<file path="config.mk">
export PLATFORM = sky130hd
export DESIGN_NAME = vga_timing_gen
export DESIGN_NICKNAME = d
export VERILOG_FILES = /design/src/rtl/vga_timing_pkg.sv /design/src/rtl/vga_axis_counter.sv /design/src/rtl/vga_timing_gen.sv
export SDC_FILE = /design/constraint.sdc
export NUM_CORES = 1
export LEC_CHECK = 0
export BUFFER_PORTS_ARGS = -buffer_cell sky130_fd_sc_hd__buf_2
export CAP_MARGIN = 5
export CORE_MARGIN = 2
export CORE_UTILIZATION = 37
export CTS_CLUSTER_SIZE = 24
export DETAILED_ROUTE_END_ITERATION = 8
export PLACE_DENSITY = 0.67
export SLEW_MARGIN = 20
export SYNTH_ARGS = -nofsm -noshare
export SYNTH_HDL_FRONTEND = slang
export SYNTH_SLANG_ARGS = --single-unit
</file>
<file path="constraint.sdc">
create_clock -name clk -period 5.9 [get_ports clk]
set_clock_uncertainty 0.2 [all_clocks]
set_input_delay 0.59 -clock clk [delete_from_list [all_inputs] [get_ports clk]]
set_output_delay 0.59 -clock clk [all_outputs]
set_load 0.02 [all_outputs]
</file>
<file path="src/rtl/vga_timing_pkg.sv">
// rtl/vga_timing_pkg.sv - VGA timing constant sets and axis length helpers
package vga_timing_pkg;

  // 800x600@60 timing. This is the default set.
  localparam int SVGA_H_ACTIVE = 800;
  localparam int SVGA_H_FP     = 40;
  localparam int SVGA_H_SYNC   = 128;
  localparam int SVGA_H_BP     = 88;
  localparam int SVGA_V_ACTIVE = 600;
  localparam int SVGA_V_FP     = 1;
  localparam int SVGA_V_SYNC   = 4;
  localparam int SVGA_V_BP     = 23;
  localparam bit SVGA_H_POL    = 1'b1;
  localparam bit SVGA_V_POL    = 1'b1;

  // 640x480@60 timing, with negative sync polarity.
  localparam int VGA_H_ACTIVE = 640;
  localparam int VGA_H_FP     = 16;
  localparam int VGA_H_SYNC   = 96;
  localparam int VGA_H_BP     = 48;
  localparam int VGA_V_ACTIVE = 480;
  localparam int VGA_V_FP     = 10;
  localparam int VGA_V_SYNC   = 2;
  localparam int VGA_V_BP     = 33;
  localparam bit VGA_H_POL    = 1'b0;
  localparam bit VGA_V_POL    = 1'b0;

  function automatic int h_total(input int active, input int fp, input int sync, input int bp);
    return active + fp + sync + bp;
  endfunction

  function automatic int v_total(input int active, input int fp, input int sync, input int bp);
    return active + fp + sync + bp;
  endfunction

endpackage

</file>
<file path="src/rtl/vga_axis_counter.sv">
// rtl/vga_axis_counter.sv - wrapping position counter with active/sync decode for one axis
module vga_axis_counter
  import vga_timing_pkg::*;
#(
  parameter int ACTIVE = SVGA_H_ACTIVE,
  parameter int FP     = SVGA_H_FP,
  parameter int SYNC   = SVGA_H_SYNC,
  parameter int BP     = SVGA_H_BP,
  parameter bit POL    = SVGA_H_POL,
  parameter int W      = 11
) (
  input  logic         clk,
  input  logic         rst,
  input  logic         en,
  output logic [W-1:0] count,
  output logic         sync,
  output logic         wrap,
  output logic         active_next
);

  localparam int TOTAL = h_total(ACTIVE, FP, SYNC, BP);
  localparam logic [W-1:0] LAST     = W'(TOTAL - 1);
  localparam logic [W-1:0] ACT_END  = W'(ACTIVE);
  localparam logic [W-1:0] SYNC_BEG = W'(ACTIVE + FP);
  localparam logic [W-1:0] SYNC_END = W'(ACTIVE + FP + SYNC);

  if (TOTAL > (1 << W) || ACTIVE < 1 || FP < 1 || SYNC < 1 || BP < 1) begin : g_bad_cfg
    $error("vga_axis_counter: interval below 1 or total exceeds counter width");
  end

  logic [W-1:0] count_d, count_q;
  logic         sync_d, sync_q;

  // Decode from the next count so sync and the counter change on the same edge.
  always_comb begin
    wrap    = en && (count_q == LAST);
    count_d = count_q;
    if (en) begin
      count_d = (count_q == LAST) ? '0 : count_q + W'(1);
    end
    active_next = (count_d < ACT_END);
    sync_d      = ((count_d >= SYNC_BEG) && (count_d < SYNC_END)) ? POL : ~POL;
  end

  always_ff @(posedge clk) begin
    if (rst) begin
      count_q <= '0;
      sync_q  <= ~POL;
    end else begin
      count_q <= count_d;
      sync_q  <= sync_d;
    end
  end

  assign count = count_q;
  assign sync  = sync_q;

endmodule

</file>
<file path="src/rtl/vga_timing_gen.sv">
// rtl/vga_timing_gen.sv - parametrised VGA raster timing generator with pixel clock-enable
module vga_timing_gen
  import vga_timing_pkg::*;
#(
  parameter int H_ACTIVE = SVGA_H_ACTIVE,
  parameter int H_FP     = SVGA_H_FP,
  parameter int H_SYNC   = SVGA_H_SYNC,
  parameter int H_BP     = SVGA_H_BP,
  parameter int V_ACTIVE = SVGA_V_ACTIVE,
  parameter int V_FP     = SVGA_V_FP,
  parameter int V_SYNC   = SVGA_V_SYNC,
  parameter int V_BP     = SVGA_V_BP,
  parameter bit H_POL    = SVGA_H_POL,
  parameter bit V_POL    = SVGA_V_POL,
  parameter int H_W      = 11,
  parameter int V_W      = 10
) (
  input  logic           clk,
  input  logic           rst,
  input  logic           ce,
  output logic [H_W-1:0] count_h,
  output logic [V_W-1:0] count_v,
  output logic           hsync,
  output logic           vsync,
  output logic           de,
  output logic           line_start,
  output logic           frame_start
);

  logic h_wrap, v_wrap, v_en;
  logic h_act_next, v_act_next;
  logic de_d, de_q;
  logic line_start_d, line_start_q;
  logic frame_start_d, frame_start_q;

  // The vertical axis only steps on the last pixel of a line.
  assign v_en = ce && h_wrap;

  vga_axis_counter #(
    .ACTIVE(H_ACTIVE), .FP(H_FP), .SYNC(H_SYNC), .BP(H_BP), .POL(H_POL), .W(H_W)
  ) u_h (
    .clk(clk), .rst(rst), .en(ce),
    .count(count_h), .sync(hsync), .wrap(h_wrap), .active_next(h_act_next)
  );

  vga_axis_counter #(
    .ACTIVE(V_ACTIVE), .FP(V_FP), .SYNC(V_SYNC), .BP(V_BP), .POL(V_POL), .W(V_W)
  ) u_v (
    .clk(clk), .rst(rst), .en(v_en),
    .count(count_v), .sync(vsync), .wrap(v_wrap), .active_next(v_act_next)
  );

  always_comb begin
    de_d          = h_act_next && v_act_next;
    line_start_d  = h_wrap;
    frame_start_d = h_wrap && v_wrap;
  end

  always_ff @(posedge clk) begin
    if (rst) begin
      de_q          <= 1'b1;
      line_start_q  <= 1'b0;
      frame_start_q <= 1'b0;
    end else begin
      de_q          <= de_d;
      line_start_q  <= line_start_d;
      frame_start_q <= frame_start_d;
    end
  end

  assign de          = de_q;
  assign line_start  = line_start_q;
  assign frame_start = frame_start_q;

endmodule

</file>
### Word-level counts from Yosys, hierarchy flattened

Cells that the tools add are included.
Widths: inputs -> output; s select.

* add/subtract/negate cells: 2
* magnitude comparators: 6
* equal/unequal tests: 2
* mux-type cells: 6
* reductions and logical operators: 7

Operators by type and width (number)
* $lt 11x10->1 const B: 2
* $mux 11: 2
* $lt 10x10->1 const B: 2
* $mux 10: 2
* $add 11x1->11 const B: 1
* $eq 11x11->1 const B: 1
* $ge 11x10->1 const B: 1
* $add 10x1->10 const B: 1
* $eq 10x10->1 const B: 1
* $ge 10x10->1 const B: 1
* $logic_and 1x1->1: 7
* $mux 1: 2

* register bits: 26
* output and inout port bits: 26

### Longest topological paths before layout

Gate-level depths: netlist of run 1.

* word-level depth: 7
* depth in mapped cells: 9
* mapped depth without buffers: 7

### Hierarchy

Synthesis of run 1 repeated with hierarchy kept, for this count alone.

* cells, all modules: 188
* area, all modules: 1560.2 um^2

Modules (own cells, without submodules)
* vga_axis_counter at u_v: instances 1, cells each 97, area each 755.7 um^2, seq. area each 220.2 um^2
* vga_axis_counter at u_h: instances 1, cells each 84, area each 710.7 um^2, seq. area each 240.2 um^2
* vga_timing_gen: instances 1, cells each 7, area each 93.8 um^2, seq. area each 60.1 um^2

### Worst setup path before layout of run 1

No wires, ideal clock.

* path type: reg-to-reg
* start point: register u_h.count_q[0] (netlist: u_h.count[0])
* end point: register u_v.sync_q (netlist: u_v.sync)
* arrival: 2504 ps
* slack: 3116 ps
* cell stages (with the launch flop): 9
* buffers on the path: 1
* cells stage by stage: dfxtp_1 ha_1 nand4bb_1 or4_1 buf_2 nor4b_2 a21oi_1 or4_4 a211oi_2

* cells in the longest elaborated chain, start to end: 7

RTL lines
* start: declaration: RTL line vga_axis_counter.sv:31 `logic [W-1:0] count_d, count_q;`
* start signal: assignment: RTL line vga_axis_counter.sv:50 `count_q <= count_d;`
* $eq 11x11->1 *: RTL line vga_axis_counter.sv:36 `wrap = en && (count_q == LAST);`
* $logic_and 1x1->1 *: RTL line vga_axis_counter.sv:36
* $logic_and 1x1->1 *: RTL line vga_timing_gen.sv:37 `assign v_en = ce && h_wrap;`
* $mux 10 *: RTL line vga_axis_counter.sv:38 `if (en) begin`
* $ge 10x10->1 or $lt 10x10->1 (tied branches): RTL line vga_axis_counter.sv:42 `sync_d = ((count_d >= SYNC_BEG) && (count_d < SYNC_END)) ? POL : ~POL;`
* $logic_and 1x1->1 *: RTL line vga_axis_counter.sv:42
* $mux 1 *: RTL line vga_axis_counter.sv:42
* end signal: assignment: RTL line vga_axis_counter.sv:48 `sync_q <= ~POL;`
* end signal: assignment: RTL line vga_axis_counter.sv:51 `sync_q <= sync_d;`
* end: declaration: RTL line vga_axis_counter.sv:32 `logic sync_d, sync_q;`

Mark *: on every way between the ends. The rest lies on a longest branch, timed or not.
A chain may end at the register's enable or synchronous reset.

### Final worst setup path of run 1

Same ends and word-level chain as after synthesis.

==> metrics.yaml, run 1 <==
critical_path:
  crit_family: "simple AND/OR/NAND/NOR gates"
  required_ps: 5900
  cp_data_arrival_time_ps: 3050
  crit_path_max_fanout: 14
  worst-r2r-cell-count: 7
  crit_path_end: "u_v.sync"
  cp-end-kind: "flip-flop"
  r2r_start: "u_h.count[0]"
  crit_type: "reg -> reg"
  slowest_stage: "or4_1"
  path_cells: "ha_1 > nand4bb_1 > or4_1 > nor4b_2 > a21oi_1 > or4_4 > a211oi_2"
  critical_path.n_buffers_inverters: 0
  crit_path_start: "u_h.count[0]"
  cp.depth: 7
  r2r_setup_slack_ps: 2850
  reg2reg_to: "u_v.sync"
  slowest_delay_ps: 760
  startpoint_type: "flip-flop"
detailed_routing:
  drtIter0Drc: 25
  routedWlPerCell_microns: 13.1
  vias: 1348
  drtAntennaViolNets: 0
  routed_wl_mm: 3.26
  vias_per_cell: 5.41
  firstDrtPassIters: 4
  drc: 0
logic_synthesis:
  synth_cells: 181
  synth_flop_cell: "dfxtp_1"
  synth_top_area_share_pct: 35.5
  yosys_warnings: 0
  syn_area_sq_mm: 0.00147
  synthTopCellsByArea: "dfxtp_1 (35%), nor2_1 (6.1%), xnor2_1 (4.8%)"
  syn_nets: 186
  yosysTopAreaCell: "dfxtp_1"
  ys_seq_elements: 26
  ys_seq_area_share_pct: 35.5
  synth_edf_count: 0
  syn_area_per_cell_sq_um: 8.11
  ys_types: 44
  synth_async_sr_flop_share_pct: 0
die:
  start_util_pct: 39.2
  dieWidth_microns: 67.0
  dieArea_sq_mm: 0.00449
  die_h_microns: 67.0
  coreArea_sq_mm: 0.00374
  rows: 22
  ioPinCount: 29
clock_tree:
  cts_tree: "done"
  clk_pin_slew_ps: 100
  cts_setup_buffers: 0
  root_buffer: "clkbuf_8"
  cts.sinks: 26
  htree_levels: 1
  cts_resized: 0
  cts_buffers: 3
  hold_buffers: 0
  cts_buffer_depth: 2
  insertion_delay_ps: 270
global_routing:
  grt_max_degree: 24
  met3_usage_pct: 2.03
  grt_pass1_vias: 1115
  met2_usage_pct: 22.4
  antenna_found_initial: 0
  grt.met1_usage_pct: 23.0
  grt_pass1_wl_mm: 5.31
  grt.busiest_layer: "met1"
  track_usage_pct: 15.2
  grt_overflow: 0
cells_and_area:
  antennaDiodeCount: 0
  final_common_cell: "buf_2"
  syn_to_final_growth_pct: 14.5
  final_cells: 249
  n_fill_cell: 404
  final_nets: 207
  final_cell_mix: "buf_2 (28), dfxtp_1 (26), nor2_1 (24), nand2_1 (12)"
  drive_gt1_share_pct: 18.9
sta:
  fin_setup_tns_ps: 0
  setup_slack_ps: 2850
  rsz0062_at_grt: "no"
  maxSlewHeadroom_pct: 67.6
  period_share_pct: 51.7
  tightestPinTransition_ps: 480
  fmax_mhz: 328
  slew_violations: 0
  finalSetupViolCount: 0
  fin_crit_ps: 3050
  finalHoldViolCount: 0
pwr:
  ir_drop_uv: 134
  switchingPower_mw: 0.0678
  power_leakage_nw: 0.676
  cellPowerDensity_mw_per_mm2: 183
  p_sw_share_pct: 22.0
  p_clk_share_pct: 38.4
  combPwrFrac_pct: 3.7
  pwr-share-seq_pct: 57.9
  intPower_mw: 0.240
placement:
  dp.cells: 245
  io_buffer_count: 28
  globalplace.congestion: 0.846
  pre_cts_slack_ps: 2880
  dp_hpwl_mm: 2.37
status:
  status: "complete, no violations"
hold_path:
  hold_path.class: "reg -> reg"
run:
  maxCapViolCount: 0
state kept, by name (all words and copies together) (netlist names):
register / cells
frame_start: 1
u_h.count: 11
u_v.sync: 1
u_v.count: 10
u_h.sync: 1
line_start: 1
de: 1
Yosys cell counts, drive strengths merged (4+ instances only):
cell    instances
dfxtp          26
nor2           24
clkbuf         12
nand2          12
a21oi           9
nor3            9
xnor2           8
xor2            8
and3            6
nand3           6
nor4            6
and2            4
and4            4
nand4           4
o21ai           4
worst min-delay path by stage:
stage | slack [ps] | start | to | cells past startpoint
6_report | 370 | u_h.count[1] | u_h.count[1] | 2
5_1_grt | 390 | u_h.count[1] | u_h.count[1] | 2
4_1_cts | 370 | u_h.count[1] | u_h.count[1] | 2
3_5_place_dp | 350 | u_h.count[1] | u_h.count[1] | 2
3_3_place_gp | 340 | u_h.count[1] | u_h.count[1] | 2
2_1_floorplan | 410 | u_h.count[1] | u_h.count[1] | 2
stage by stage:
| step | hold slack (ps) | util (%) | cell area (sq um) | power, mW |
|---|---|---|---|---|
| 6_report | 373 | 44.9 | 1680 | 0.308 |
| 5_1_grt | 394 | 44.9 | 1680 | 0.316 |
| 4_1_cts | 375 | 44.9 | 1680 | 0.311 |
| 3_5_place_dp | 352 | 43.4 | 1630 | 0.194 |
| 3_3_place_gp | 343 | 43.4 | 1630 | 0.194 |
| 2_1_floorplan | 412 | - | 1470 | 0.190 |
worst min-delay path, delay by kind of cell, from the launching register on:
kind             cells  cell delay (ps)
flip-flops           1              340
multiplexers         1              130
AND/OR/NAND/NOR      1               60
routing by layer:
layer | vias up | wire length (microns) | share of wire, %
met4 | 0 | 34 | 1.0
met2 | 30 | 1350 | 41
li1 | 688 | - | -
met3 | 2 | 115 | 3.5
met1 | 628 | 1760 | 54
met5 | - | 0 | 0
layout make-up:
| type | instances | area, sq um | share of cell area, % |
|---|---|---|---|
| multi-input cells | 139 | 886 | 52.7 |
| flip-flops and latches | 26 | 520 | 31.0 |
| repair buffers | 29 | 148 | 8.79 |
| well taps | 48 | 60.1 | 3.57 |
| clock buffers | 4 | 55.1 | 3.28 |
| inverters | 3 | 11.3 | 0.670 |
power by group through the flow:
stage / clock network (mW) / logic [mW] / registers [mW]
floorplan: 0 / 0.00601 / 0.184
global placement: 0 / 0.0114 / 0.182
detailed placement: 0 / 0.0113 / 0.183
CTS: 0.122 / 0.0114 / 0.178
global route: 0.125 / 0.0125 / 0.179
finish: 0.118 / 0.0113 / 0.178
cell families (layout without fill, tap and decap cells):
| kind of cell | after synthesis | after routing | synth area share [%] |
|---|---|---|---|
| XOR/XNOR | 16 | 16 | 9.55 |
| adder cells (fa/ha/maj) | 2 | 2 | 1.70 |
| AND/OR/NAND/NOR | 89 | 89 | 33.6 |
| AO/OA/AOI/OAI | 29 | 29 | 13.5 |
| multiplexers | 3 | 3 | 2.05 |
| buffers and inverters | 16 | 36 | 4.18 |
| flip-flops | 26 | 26 | 35.5 |
(Power assumes the default switching activity.)
==> run 2, diff against run 1 <==
PLACE_DENSITY = 0.69   (was 0.67)
clock period = 2.5 ns   (was 5.9 ns; I/O delays follow)
==> run 2 against run 1 <==
Net effect:
- non-clock buffer count grew 21
- design area increased by 16%
- worst setup slack got worse by 2800 ps
- via count rose by 7.2%
- sequential share of layout area down 3.8 points
- clock power grew to 3.1 times the previous value
- maximum frequency rose by 23%
- register-to-register slack got worse by 2800 ps
- wire length increased by 15%
- sequential power rose by 140%
- combinational power rose to 3.1 times the previous value
- power rose to 2.7 times the previous value
- critical path type unchanged
- critical endpoint unchanged
- largest cell class unchanged
- highest routed layer unchanged
==> metrics.yaml, run 2 (same netlist as run 1, synthesis figures left out) <==
placement:
  io_buffer_count: 28  # unchanged
  globalplace.congestion: 0.813  # was 0.846
  pre_cts_slack_ps: -55.3  # was 2880 ps
  dp_hpwl_mm: 2.60  # was 2.37 mm
  placed_area_sq_mm: 0.00180  # was 0.00163 sq mm
global_routing:
  grt.busiest_layer: "met2"  # was met1
  grt_pass1_vias: 1260  # was 1115
  track_usage_pct: 17.4  # was 15.2%
  met2_usage_pct: 26.4  # was 22.4%
  grt_overflow: 0  # unchanged
  grt.met1_usage_pct: 25.2  # was 23.0%
  antenna_found_initial: 0  # unchanged
  grt_pass1_wl_mm: 5.97  # was 5.31 mm
  grt_max_degree: 24  # unchanged
  met3_usage_pct: 1.52  # was 2.03%
detailed_routing:
  firstDrtPassIters: 4  # unchanged
  routedWlPerCell_microns: 13.9  # was 13.1 microns
  drc: 0  # unchanged
  vias_per_cell: 5.35  # was 5.41
  drtAntennaViolNets: 0  # unchanged
  vias: 1445  # was 1348
  routed_wl_mm: 3.75  # was 3.26 mm
  drtIter0Drc: 51  # was 25
pwr:
  switchingPower_mw: 0.171  # was 0.0678 mW
  p_clk_share_pct: 44.2  # was 38.4%
  combPwrFrac_pct: 4.3  # was 3.7%
  pwr-share-seq_pct: 51.6  # was 57.9%
  ir_drop_uv: 217  # was 134 uV
  intPower_mw: 0.646  # was 0.240 mW
  power_leakage_nw: 0.796  # was 0.676 nW
  cellPowerDensity_mw_per_mm2: 419  # was 183 mW/mm^2
  p_total_mw: 0.817  # was 0.308 mW
  p_sw_share_pct: 20.9  # was 22.0%
die:
  ioPinCount: 29  # unchanged
  rows: 22  # unchanged
  die_h_microns: 67.0  # unchanged
  start_util_pct: 39.2  # unchanged
  coreArea_sq_mm: 0.00374  # unchanged
  dieWidth_microns: 67.0  # unchanged
  dieArea_sq_mm: 0.00449  # unchanged
cells_and_area:
  syn_to_final_growth_pct: 32.9  # was 14.5%
  fin_area_sq_mm: 0.00195  # was 0.00168 sq mm
  final_nets: 228  # was 207
  antennaDiodeCount: 0  # unchanged
  largest_reg_flops: 11  # unchanged
  final_util_pct: 52.1  # was 44.9%
  drive_gt1_share_pct: 32.9  # was 18.9%
  final_common_cell: "buf_2"  # unchanged
  final_cell_mix: "buf_2 (28), nor2_1 (24), dfxtp_1 (22), buf_4 (22), nand2_1 (12)"  # was buf_2 (28), dfxtp_1 (26), nor2_1 (24), nand2_1 (12)
clock_tree:
  cts_buffers: 3  # unchanged
  hold_buffers: 0  # unchanged
  insertion_delay_ps: 280  # was 270 ps
  cts_tree: "done"  # unchanged
  cts.sinks: 26  # unchanged
  cts_buffer_depth: 2  # unchanged
  htree_levels: 1  # unchanged
  root_buffer: "clkbuf_8"  # unchanged
  clk_pin_slew_ps: 100  # about the same
critical_path:
  cp-end-kind: "flip-flop"  # unchanged
  crit_path_max_fanout: 4  # was 14
  startpoint_type: "flip-flop"  # unchanged
  required_ps: 2510  # was 5900 ps
  cp_data_arrival_time_ps: 2490  # was 3050 ps
  crit_type: "reg -> reg"  # unchanged
sta:
  tightestPinTransition_ps: 454  # was 480 ps
  finalSetupViolCount: 0  # unchanged
  finalHoldViolCount: 0  # unchanged
  rsz0062_at_grt: "yes"  # was no
  fin_crit_ps: 2480  # was 3050 ps
  slew_violations: 0  # unchanged
  fin_setup_tns_ps: 0  # unchanged
  fmax_mhz: 403  # was 328 MHz
  period_share_pct: 99.1  # was 51.7%
  maxSlewHeadroom_pct: 69.7  # was 67.6%
  setup_slack_ps: 21.6  # was 2850 ps
hold_path:
  hold_path.class: "in -> reg"  # was reg -> reg
run:
  maxCapViolCount: 0  # unchanged
status:
  status: "complete, no violations"  # unchanged
[run 2: cell count changes in the layout (fill, tap and decap cells not counted), sizes merged]
| cell | before | now |
|---|---|---|
| buf | 29 | 50 |
| bufinv | 0 | 1 |
| clkbuf | 4 | 3 |
[run 2: power groups by stage]
stage / Clock [mW] / Sequential, mW / Combinational [mW]
after floorplan: 0 / 0.436 / 0.0152
after global placement: 0 / 0.431 / 0.0345
after detailed placement: 0 / 0.431 / 0.0347
after CTS: 0.366 / 0.421 / 0.0348
after global routing: 0.380 / 0.422 / 0.0390
final: 0.361 / 0.421 / 0.0349
[run 2: worst max-delay path: stages (launching register included)]
cell and delay, ps:
dfxtp_4 380, ha_4 150, nand4bb_4 110, or4_4 580
or4_1 550, a21oi_1 150, o21bai_1 90, a211oi_2 200
[run 2: layout make-up]
type                            instances  area (sq um)
Clock inverter                          1          30.0
Multi-Input combinational cell        139           972
Tap cell                               48          60.1
Fill cell                             382          1790
Inverter                                3          11.3
Timing Repair Buffer                   50           305
Sequential cell                        26           531
Clock buffer                            3          41.3
[run 2: what timing repair did]
item / CTS / global route
endpoints found under the hold margin: 0 / 0
pin swaps: 1 / 1
setup endpoints to repair: 2 / 2
buffers inserted: 0 / 1
resized for setup: 2 / 9
[run 2: through the flow]
step                      hold slack (ps)  std cells
after detailed placement              367        265
after floorplan                       131        181
final                                 187        270
after global placement                365        265
after global routing                  204        270
after CTS                             185        269
[run 2: final timing paths]
check                             startpoint            to  slack (ps)  cells past startpoint
worst min register to register  u_h.count[1]  u_h.count[1]         390                      2
worst max-delay path            u_h.count[1]      u_v.sync          20                      7
worst min-delay path                      ce  u_h.count[0]         190                      4
worst max register to register  u_h.count[1]      u_v.sync          20                      7
[run 2: metal layers]
layer  vias to the layer above  wire length, microns  share of wire [%]
met5                         -                     0                  0
met4                         0                    44                1.2
met3                         4                   134                3.6
met2                        30                  1680                 45
met1                       676                  1890                 50
li1                        735                     -                  -
